===== config.mk =====
export PLATFORM = sky130hd
export DESIGN_NAME = fifo_occ_ctrl
export DESIGN_NICKNAME = d
export VERILOG_FILES = /design/src/rtl/fifo_occ_ctrl.sv
export SDC_FILE = /design/constraint.sdc
export NUM_CORES = 1
export LEC_CHECK = 0
export BUFFER_PORTS_ARGS = -buffer_cell sky130_fd_sc_hd__buf_2
export CAP_MARGIN = 40
export CORE_MARGIN = 2
export CORE_UTILIZATION = 53
export CTS_CLUSTER_DIAMETER = 100
export CTS_CLUSTER_SIZE = 14
export DETAILED_ROUTE_END_ITERATION = 16
export MAX_ROUTING_LAYER = met4
export PLACE_DENSITY = 0.74
export SETUP_SLACK_MARGIN = 0.3
export SLEW_MARGIN = 20
export SYNTH_ARGS = -nofsm -noshare
export SYNTH_HDL_FRONTEND = slang
export SYNTH_SLANG_ARGS = --single-unit

===== constraint.sdc =====
create_clock -name clk -period 2.1 [get_ports clk]
set_input_delay 0.105 -clock clk [delete_from_list [all_inputs] [get_ports clk]]
set_output_delay 0.105 -clock clk [all_outputs]
set_load 0.005 [all_outputs]

===== src/rtl/fifo_occ_ctrl.sv =====
// -----------------------------------------------------------------------------
// fifo_occ_ctrl
//   Small first-word-fall-through FIFO that sits directly upstream of a 4-bit
//   occupancy counter. Every cycle it produces the counter's increment and
//   decrement strobes. It also keeps its own pointers, state and count, so
//   full/empty never have to wait on the counter. The local count tracks the
//   counter's par_out cycle for cycle.
//
//   Handshake: a transfer happens on a port in any cycle where valid and ready
//   are both 1 at the rising edge. push = wr_valid & wr_ready and
//   pop = rd_valid & rd_ready. Ready and valid never depend on the other
//   side's valid or ready within the same port, so there are no
//   combinational loops.
//
// Parameters
//   DATA_W : width of each stored word
//   DEPTH  : number of entries, 2..15, so the count fits in 4 bits
//
// Ports
//   clk          in   rising-edge clock
//   rst          in   asynchronous reset, active-low
//   wr_valid     in   producer offers wr_data
//   wr_ready     out  FIFO can accept a word (= ~full)
//   wr_data      in   word to push
//   rd_valid     out  rd_data holds the oldest word (= ~empty)
//   rd_ready     in   consumer takes rd_data
//   rd_data      out  head word, 0 when empty
//   up_cnt_en    out  occupancy counter increment strobe
//   down_cnt_en  out  occupancy counter decrement strobe
//   count        out  number of stored entries, 0..DEPTH
//   full         out  count == DEPTH
//   empty        out  count == 0
//   ovf_err      out  sticky protocol-error flag (only when FIFO_OVF_FLAG_EN
//                     is defined)
//   state_dbg    out  raw FSM state encoding, for observation
//
// Build option
//   FIFO_OVF_FLAG_EN : when defined, adds ovf_err. It is set after any cycle
//                      with a write offered while full, or a read requested
//                      while empty. Only reset clears it.
// -----------------------------------------------------------------------------
module fifo_occ_ctrl #(
    parameter int DATA_W = 8,
    parameter int DEPTH  = 15
) (
    input  logic              clk,
    input  logic              rst,
    input  logic              wr_valid,
    output logic              wr_ready,
    input  logic [DATA_W-1:0] wr_data,
    output logic              rd_valid,
    input  logic              rd_ready,
    output logic [DATA_W-1:0] rd_data,
    output logic              up_cnt_en,
    output logic              down_cnt_en,
    output logic [3:0]        count,
    output logic              full,
    output logic              empty,
`ifdef FIFO_OVF_FLAG_EN
    output logic              ovf_err,
`endif
    output logic [1:0]        state_dbg
);

    typedef enum logic [1:0] {
        S_EMPTY = 2'b00,
        S_PART  = 2'b01,
        S_FULL  = 2'b10
    } state_t;

    localparam logic [3:0] LAST_PTR  = 4'(DEPTH - 1);
    localparam logic [3:0] ALMOST_FULL = 4'(DEPTH - 1);

    logic [DATA_W-1:0] mem [DEPTH];
    logic [3:0]        wr_ptr;
    logic [3:0]        rd_ptr;
    state_t            state;
    state_t            next_state;
    logic              push;
    logic              pop;

    // Handshake qualifiers and counter strobes. A simultaneous push and pop
    // leaves the occupancy unchanged, so neither strobe fires.
    assign push        = wr_valid & wr_ready;
    assign pop         = rd_valid & rd_ready;
    assign up_cnt_en   = push & ~pop;
    assign down_cnt_en = pop & ~push;

    // Storage is deliberately left out of reset.
    always_ff @(posedge clk) begin
        if (push) begin
            mem[wr_ptr] <= wr_data;
        end
    end

    // The depth need not be a power of two, so the pointers wrap explicitly.
    always_ff @(posedge clk or negedge rst) begin
        if (!rst) begin
            wr_ptr <= 4'd0;
            rd_ptr <= 4'd0;
        end else begin
            if (push) begin
                wr_ptr <= (wr_ptr == LAST_PTR) ? 4'd0 : wr_ptr + 4'd1;
            end
            if (pop) begin
                rd_ptr <= (rd_ptr == LAST_PTR) ? 4'd0 : rd_ptr + 4'd1;
            end
        end
    end

    always_ff @(posedge clk or negedge rst) begin
        if (!rst) begin
            count <= 4'd0;
        end else if (up_cnt_en) begin
            count <= count + 4'd1;
        end else if (down_cnt_en) begin
            count <= count - 4'd1;
        end
    end

    // FSM: state register
    always_ff @(posedge clk or negedge rst) begin
        if (!rst) begin
            state <= S_EMPTY;
        end else begin
            state <= next_state;
        end
    end

    // FSM: next state. The transitions are decided from the count before the
    // edge, so crossing into FULL or EMPTY happens in the same edge that the
    // count reaches DEPTH or 0.
    always_comb begin
        next_state = state;
        case (state)
            S_EMPTY: begin
                if (push) begin
                    next_state = S_PART;
                end
            end
            S_PART: begin
                if (up_cnt_en && (count == ALMOST_FULL)) begin
                    next_state = S_FULL;
                end else if (down_cnt_en && (count == 4'd1)) begin
                    next_state = S_EMPTY;
                end
            end
            S_FULL: begin
                if (pop) begin
                    next_state = S_PART;
                end
            end
            default: next_state = S_EMPTY;  // recover from 2'b11
        endcase
    end

    // FSM: outputs
    always_comb begin
        empty     = (state == S_EMPTY);
        full      = (state == S_FULL);
        wr_ready  = ~full;
        rd_valid  = ~empty;
        rd_data   = rd_valid ? mem[rd_ptr] : '0;
        state_dbg = state;
    end

`ifdef FIFO_OVF_FLAG_EN
    always_ff @(posedge clk or negedge rst) begin
        if (!rst) begin
            ovf_err <= 1'b0;
        end else if ((wr_valid & full) | (rd_ready & empty)) begin
            ovf_err <= 1'b1;
        end
    end
`endif

endmodule


==> results of run 1 <==
==> cell type report <==
class	instances	area, µm²
clock inverters	15	145.1
multi-input cells	150	1645
well taps	133	166.4
clock buffers	17	414.1
inverters	8	37.54
repair buffers	104	965.9
fillers	518	2530
flip-flops and latches	134	3960
==> flip-flops by register name, indices dropped and copies added (netlist names) <==
signal,cells
count,4
wr_ptr,4
state_dbg,2
rd_ptr,4
mem,120
==> worst max-delay path, cell delays in order, from the launching register on <==
cell,delay (ps)
dfrtp_2,370
buf_12,140
mux4_2,510
mux4_2,480
and2_1,150
buf_2,120
==> repair_timing <==
action	CTS	global route
cloned	1	0
hold endpoints to repair	136	0
endpoints found under the setup margin	19	101
pin swaps	15	16
setup buffers	20	12
gates resized for setup	37	51
hold buffers	13	0
==> layer usage <==
layer  track usage [%]  up-vias
met4             9.714        0
met3             5.504       37
met5                 -        -
li1                  -     1450
met2             40.41      174
met1             31.79     1769
==> per-stage QoR <==
| stage | utilization, % | hold slack (ps) |
|---|---|---|
| final | 74.35 | 419.8 |
| after global routing | 74.35 | 430.4 |
| after CTS | 71.04 | 359.0 |
| after detailed placement | 60.62 | 16.46 |
| after global placement | 60.57 | 17.99 |
| after floorplan | - | -190.6 |
==> worst max-delay path by stage <==
stage	from	to
after global routing	rd_ptr[0]$_DFFE_PN0P_	rd_data[6]
after global placement	rd_ptr[0]$_DFFE_PN0P_	rd_data[6]
after detailed placement	rd_ptr[0]$_DFFE_PN0P_	rd_data[6]
final	rd_ptr[0]$_DFFE_PN0P_	rd_data[6]
after CTS	rd_ptr[0]$_DFFE_PN0P_	rd_data[6]
after floorplan	wr_ptr[1]$_DFFE_PN0P_	mem[2][0]$_DFFE_PP_
==> cell families after synthesis <==
logic type / synth area share [%]
XOR/XNOR: 0.6454
buffers and inverters: 2.074
AND/OR/NAND/NOR: 5.739
adder cells (fa/ha/maj): 1.383
multiplexers: 12.49
AO/OA/AOI/OAI: 4.840
flip-flops: 72.83
==> where the power goes <==
group,switching [mW],internal [mW]
logic,1.74,1.85
registers,0.325,3.23
clock network,1.31,1.53
total,3.38,6.61
==> cells in the final DEF, fill, tap and decap left out, types with 7 or more instances in the layout <==
master,synthesis,layout
buf_12,0,7
buf_4,1,23
edfxtp_1,120,120
mux2i_1,10,10
buf_2,6,30
buf_6,1,25
nand2_1,24,22
inv_6,0,9
mux4_2,21,25
a22oi_2,0,9
dlygate4sd3_1,0,13
o21ai_0,19,17
dfrtp_1,14,9
clkbuf_16,0,16
==> results.toml, run 1 <==
[run_status]
status = "finished with violations"
violations = "setup timing"

[drt]
drc = 0
wl_met3_um = 900
wirelength_um = 14260
via_per_inst = 6.114
route.layer.met1.wl_um = 5437
dr.pass1.iters = 5
dr_wl_met2_um = 7470
top_layer_used = "met4"
drtAntennaViolNets = 0
vias = 3430
initialDrtViolationCount = 402
wl_per_cell_um = 25.41

[logic_synthesis]
synth_top_area_cell = "edfxtp_1"
synth.cells.most_frequent = "120 x edfxtp_1, 24 x nand2_1, 21 x mux4_2"
yosysTopAreaCellShare_pct = 66.37
synthCells = 309
synth_seq_cells = 134
ys_types = 38
synth.most_common_cell = "edfxtp_1"
syn_nets = 327
syn_avg_cell_area_um2 = 17.57
ys_seq_area_share_pct = 72.83
synth.area.top_cells = "edfxtp_1 66%, mux4_2 8.7%, dfrtp_1 6.5%"
yosys_warnings = 0
synth-edff-count = 120
synth_ff_type = "edfxtp_1"
synthesis.area_um2 = 5429
async_flop_share_pct = 10.45

[floorplanning]
ios = 32
die_area_um2 = 11070
die_h_um = 105.2
dieWidth_um = 105.2
std_cell_rows = 36
start_util_pct = 55.04
core_area_um2 = 9864

[global_route]
grt_util_all_layers_pct = 25.20
grt_max_degree = 26
antenna_found_initial = 0
grt_pass1_wl_um = 19490
overflow = 0
grt_pass1_vias = 3330

[final_layout]
final_area_um2 = 7335
nNetsFinal = 433
fin_cells = 561
area_growth_syn_to_layout_pct = 35.10
drive_above_1_share_pct = 44.63
diodes = 0

[power_and_ir_drop]
peakVddDrop_uv = 827.1
total_leakage_power_nw = 2.654
p_total_mw = 9.991
power.density_nw_per_um2 = 1362

[placement]
post-place-ws_ps = 125.5
placedCellCount = 483
port_buffers = 31
gp_congestion = 0.8009
post-dp-hpwl_um = 7036
postPlaceCellArea_um2 = 5979

[critical_path]
regToRegEndpoint = "count[3]$_DFFE_PN0P_"
cp_data_required_time_ps = 2000
reg2reg_depth = 10
startpoint_type = "flop"
ff2ff_setup_slack_ps = -70
path_class = "reg -> out"
path_max_fanout = 7
arrival_ps = 2290
reg2reg_from = "state_dbg[0]$_DFFE_PN0P_"
worstSetupEndpointType = "output pin"

[min_path]
min_to = "state_dbg[1]$_DFFE_PN0P_"
min_path_cells = 3
hold_start = "rd_ready"
hold_class = "in -> reg"

[clock_tree]
cts.clk_slew.worst_paths_ps = 70
cts_tree = "built"
htreeDepth = 4
cts_buffers = 17
worstSkewPairLatency_ps = 530
cts_num_sinks = 134
clk_path_buf_depth = 2
ctsRootBufferMaster = "clkbuf_8"

[sta]
period_minus_slack_ps = 2392
finalCritPeriodShare_pct = 113.9
fin_skew_ps = 12.53
max_freq_mhz = 418.1
layout_setup_ws_ps = -292.0
setup_violations = 9
final.setup.tns_ps = -1740
max_slew_margin_pct = 61.45
maxSlewViolCount = 0
tightest_slew_ps = 578.2
rsz0062_at_grt = "true"
hold_violations = 0

[flow_run]
drv_cap = 0
Note: power is estimated with default switching activity, not from simulation.
==> run 2, diff against run 1 <==
Settings changed: CELL_PAD_IN_SITES_DETAIL_PLACEMENT set to 0, CELL_PAD_IN_SITES_GLOBAL_PLACEMENT set to 1, CORE_UTILIZATION 53 to 47, PLACE_DENSITY 0.74 to 0.75.
==> run 2 against run 1 <==
  * The flow still finishes with violations (setup timing)
  * Sequential share of layout area up 3.7 points
  * Die area up 12%
  * Via count down 10%
  * Setup slack better by 52 ps
  * First-iteration DRC count down 40%
  * Critical path depth unchanged
  * Non-clock buffer count down 29
  * Critical endpoint unchanged
  * Design area down 6.4%
  * Register-to-register slack better by 500 ps
  * Clock-buffer cell count up 1
  * Clock skew down 1.3 ps
  * Wire length down 20%
==> results.toml, run 2 (synthesized netlist as in run 1, its figures left out) <==
[drt]
vias = 3077
drtAntennaViolNets = 0
dr_wl_met2_um = 5590
initialDrtViolationCount = 243
via_per_inst = 5.677
route.layer.met1.wl_um = 4905
wl_per_cell_um = 20.95
drc = 0
top_layer_used = "met4"
dr.pass1.iters = 7
wl_met3_um = 729
wirelength_um = 11360

[critical_path]
crit_chain = "buf_6, mux4_2, mux4_2, and2_4, buf_6"
slowest_stage = "dfrtp_2"
cp_num_buf_inv = 2
startpoint_type = "flop"
crit_family = "multiplexers"
path_class = "reg -> out"
path_max_fanout = 6
critical-path-max-stage-delay_ps = 490
cp_data_required_time_ps = 2000
arrival_ps = 2240
worstSetupEndpointType = "output pin"

[floorplanning]
die_h_um = 111.5
ios = 32
dieWidth_um = 111.5
std_cell_rows = 39
start_util_pct = 47.96
core_area_um2 = 11320
die_area_um2 = 12430

[final_layout]
final_cell_mix = "120 x edfxtp_1, 32 x buf_2, 32 x buf_4"
nNetsFinal = 404
multi_input_area_um2 = 1486
area_growth_syn_to_layout_pct = 26.41
nFillCells = 852
regMostFlops = "mem"
drive_above_1_share_pct = 38.85
final_common_cell = "edfxtp_1"
seqCellArea_um2 = 3958
diodes = 0
largest_reg_flops = 120

[placement]
port_buffers = 31
gp_congestion = 0.7743
post-dp-hpwl_um = 7034
post-place-ws_ps = 141.3

[run_status]
violations = "setup timing"
status = "finished with violations"

[sta]
max_freq_mhz = 427.3
tightest_slew_ps = 500.3
maxSlewViolCount = 0
period_minus_slack_ps = 2340
max_slew_margin_pct = 66.65
rsz0062_at_grt = "true"
final.setup.tns_ps = -1197
fin_skew_ps = 11.20
hold_violations = 0
layout_setup_ws_ps = -240.4
setup_violations = 8
finalCritPeriodShare_pct = 111.4

[power_and_ir_drop]
clock_power_share_pct = 32.6
power.density_nw_per_um2 = 1393
p_total_mw = 9.561
total_leakage_power_nw = 2.486
p_comb_share_pct = 30.2
peakVddDrop_uv = 754.8
p_sw_share_pct = 29.65
p_sw_mw = 2.835
internal_power_mw = 6.726
seqPwrFrac_pct = 37.2

[clock_tree]
ctsRootBufferMaster = "clkbuf_16"
cts_tree = "built"
clk_path_buf_depth = 2
cts_buffers = 17
cts_num_sinks = 134
cts.clk_slew.worst_paths_ps = 50
htreeDepth = 4
worstSkewPairLatency_ps = 410

[global_route]
antenna_found_initial = 0
grt_pass1_vias = 2993
grt_pass1_wl_um = 17610
overflow = 0
grt_max_degree = 26
grt_util_all_layers_pct = 20.05

[flow_run]
drv_cap = 0

[min_path]
hold_class = "in -> reg"
-- run 2: cell count changes in the layout (fill, tap and decap cells not counted), sizes merged --
cell / change
buf: -19
dlygate4sd3: -11
inv: -10
bufinv: +4
clkinv: +4
bufbuf: +1
clkbuf: +1
clkinvlp: +1
-- run 2: final cells by class --
type / count / share of cell area (%)
clock inverter: 14 / 2.862
inverter: 8 / 0.4740
tap: 143 / 2.607
multi-input combinational: 150 / 21.66
sequential: 134 / 57.67
clock buffer: 18 / 6.253
timing repair buffer: 75 / 8.478
-- run 2: repair_timing --
action,CTS,global route
buffers inserted,8,7
resized for setup,17,10
hold endpoints to repair,16,0
pin swaps,3,3
gates cloned,1,0
endpoints found under the setup margin,10,92
hold buffers,2,0
-- run 2: stage by stage --
| step | cells | util [%] | hold slack (ps) | cell area [µm²] |
|---|---|---|---|---|
| after floorplan | 309 | - | -190.6 | 5483 |
| after global placement | 490 | 52.48 | 24.45 | 5941 |
| after detailed placement | 492 | 52.56 | 29.62 | 5951 |
| after CTS | 535 | 59.78 | 54.92 | 6768 |
| after global routing | 542 | 60.62 | 70.44 | 6863 |
| final | 542 | 60.62 | 66.18 | 6863 |
-- run 2: power by group through the flow --
stage | clock [mW] | sequential, mW | combinational, mW
final | 3.12 | 3.56 | 2.89
after global routing | 3.27 | 3.60 | 3.13
after CTS | 3.15 | 3.55 | 2.78
after detailed placement | 0 | 3.58 | 2.42
after global placement | 0 | 3.57 | 2.41
after floorplan | 0 | 3.40 | 1.71
-- run 2: per-layer routing --
metal,up-vias,GRT usage (%)
li1,1386,-
met1,1569,27.81
met2,111,29.19
met3,11,5.607
met4,0,6.584
met5,-,-
-- run 2: final timing paths --
check	startpoint	endpoint	slack, ps	depth (start not counted)
worst max-delay path	rd_ptr[0]$_DFFE_PN0P_	rd_data[6]	-240	5
worst min-delay path	wr_data[5]	mem[10][5]$_DFFE_PP_	70	1
worst max register to register	state_dbg[1]$_DFFE_PN0P_	mem[14][5]$_DFFE_PP_	430	6
worst min register to register	count[3]$_DFFE_PN0P_	count[3]$_DFFE_PN0P_	540	1
max in group asynchronous	rst	rd_ptr[0]$_DFFE_PN0P_	1700	2
min in group asynchronous	rst	wr_ptr[3]$_DFFE_PN0P_	120	2
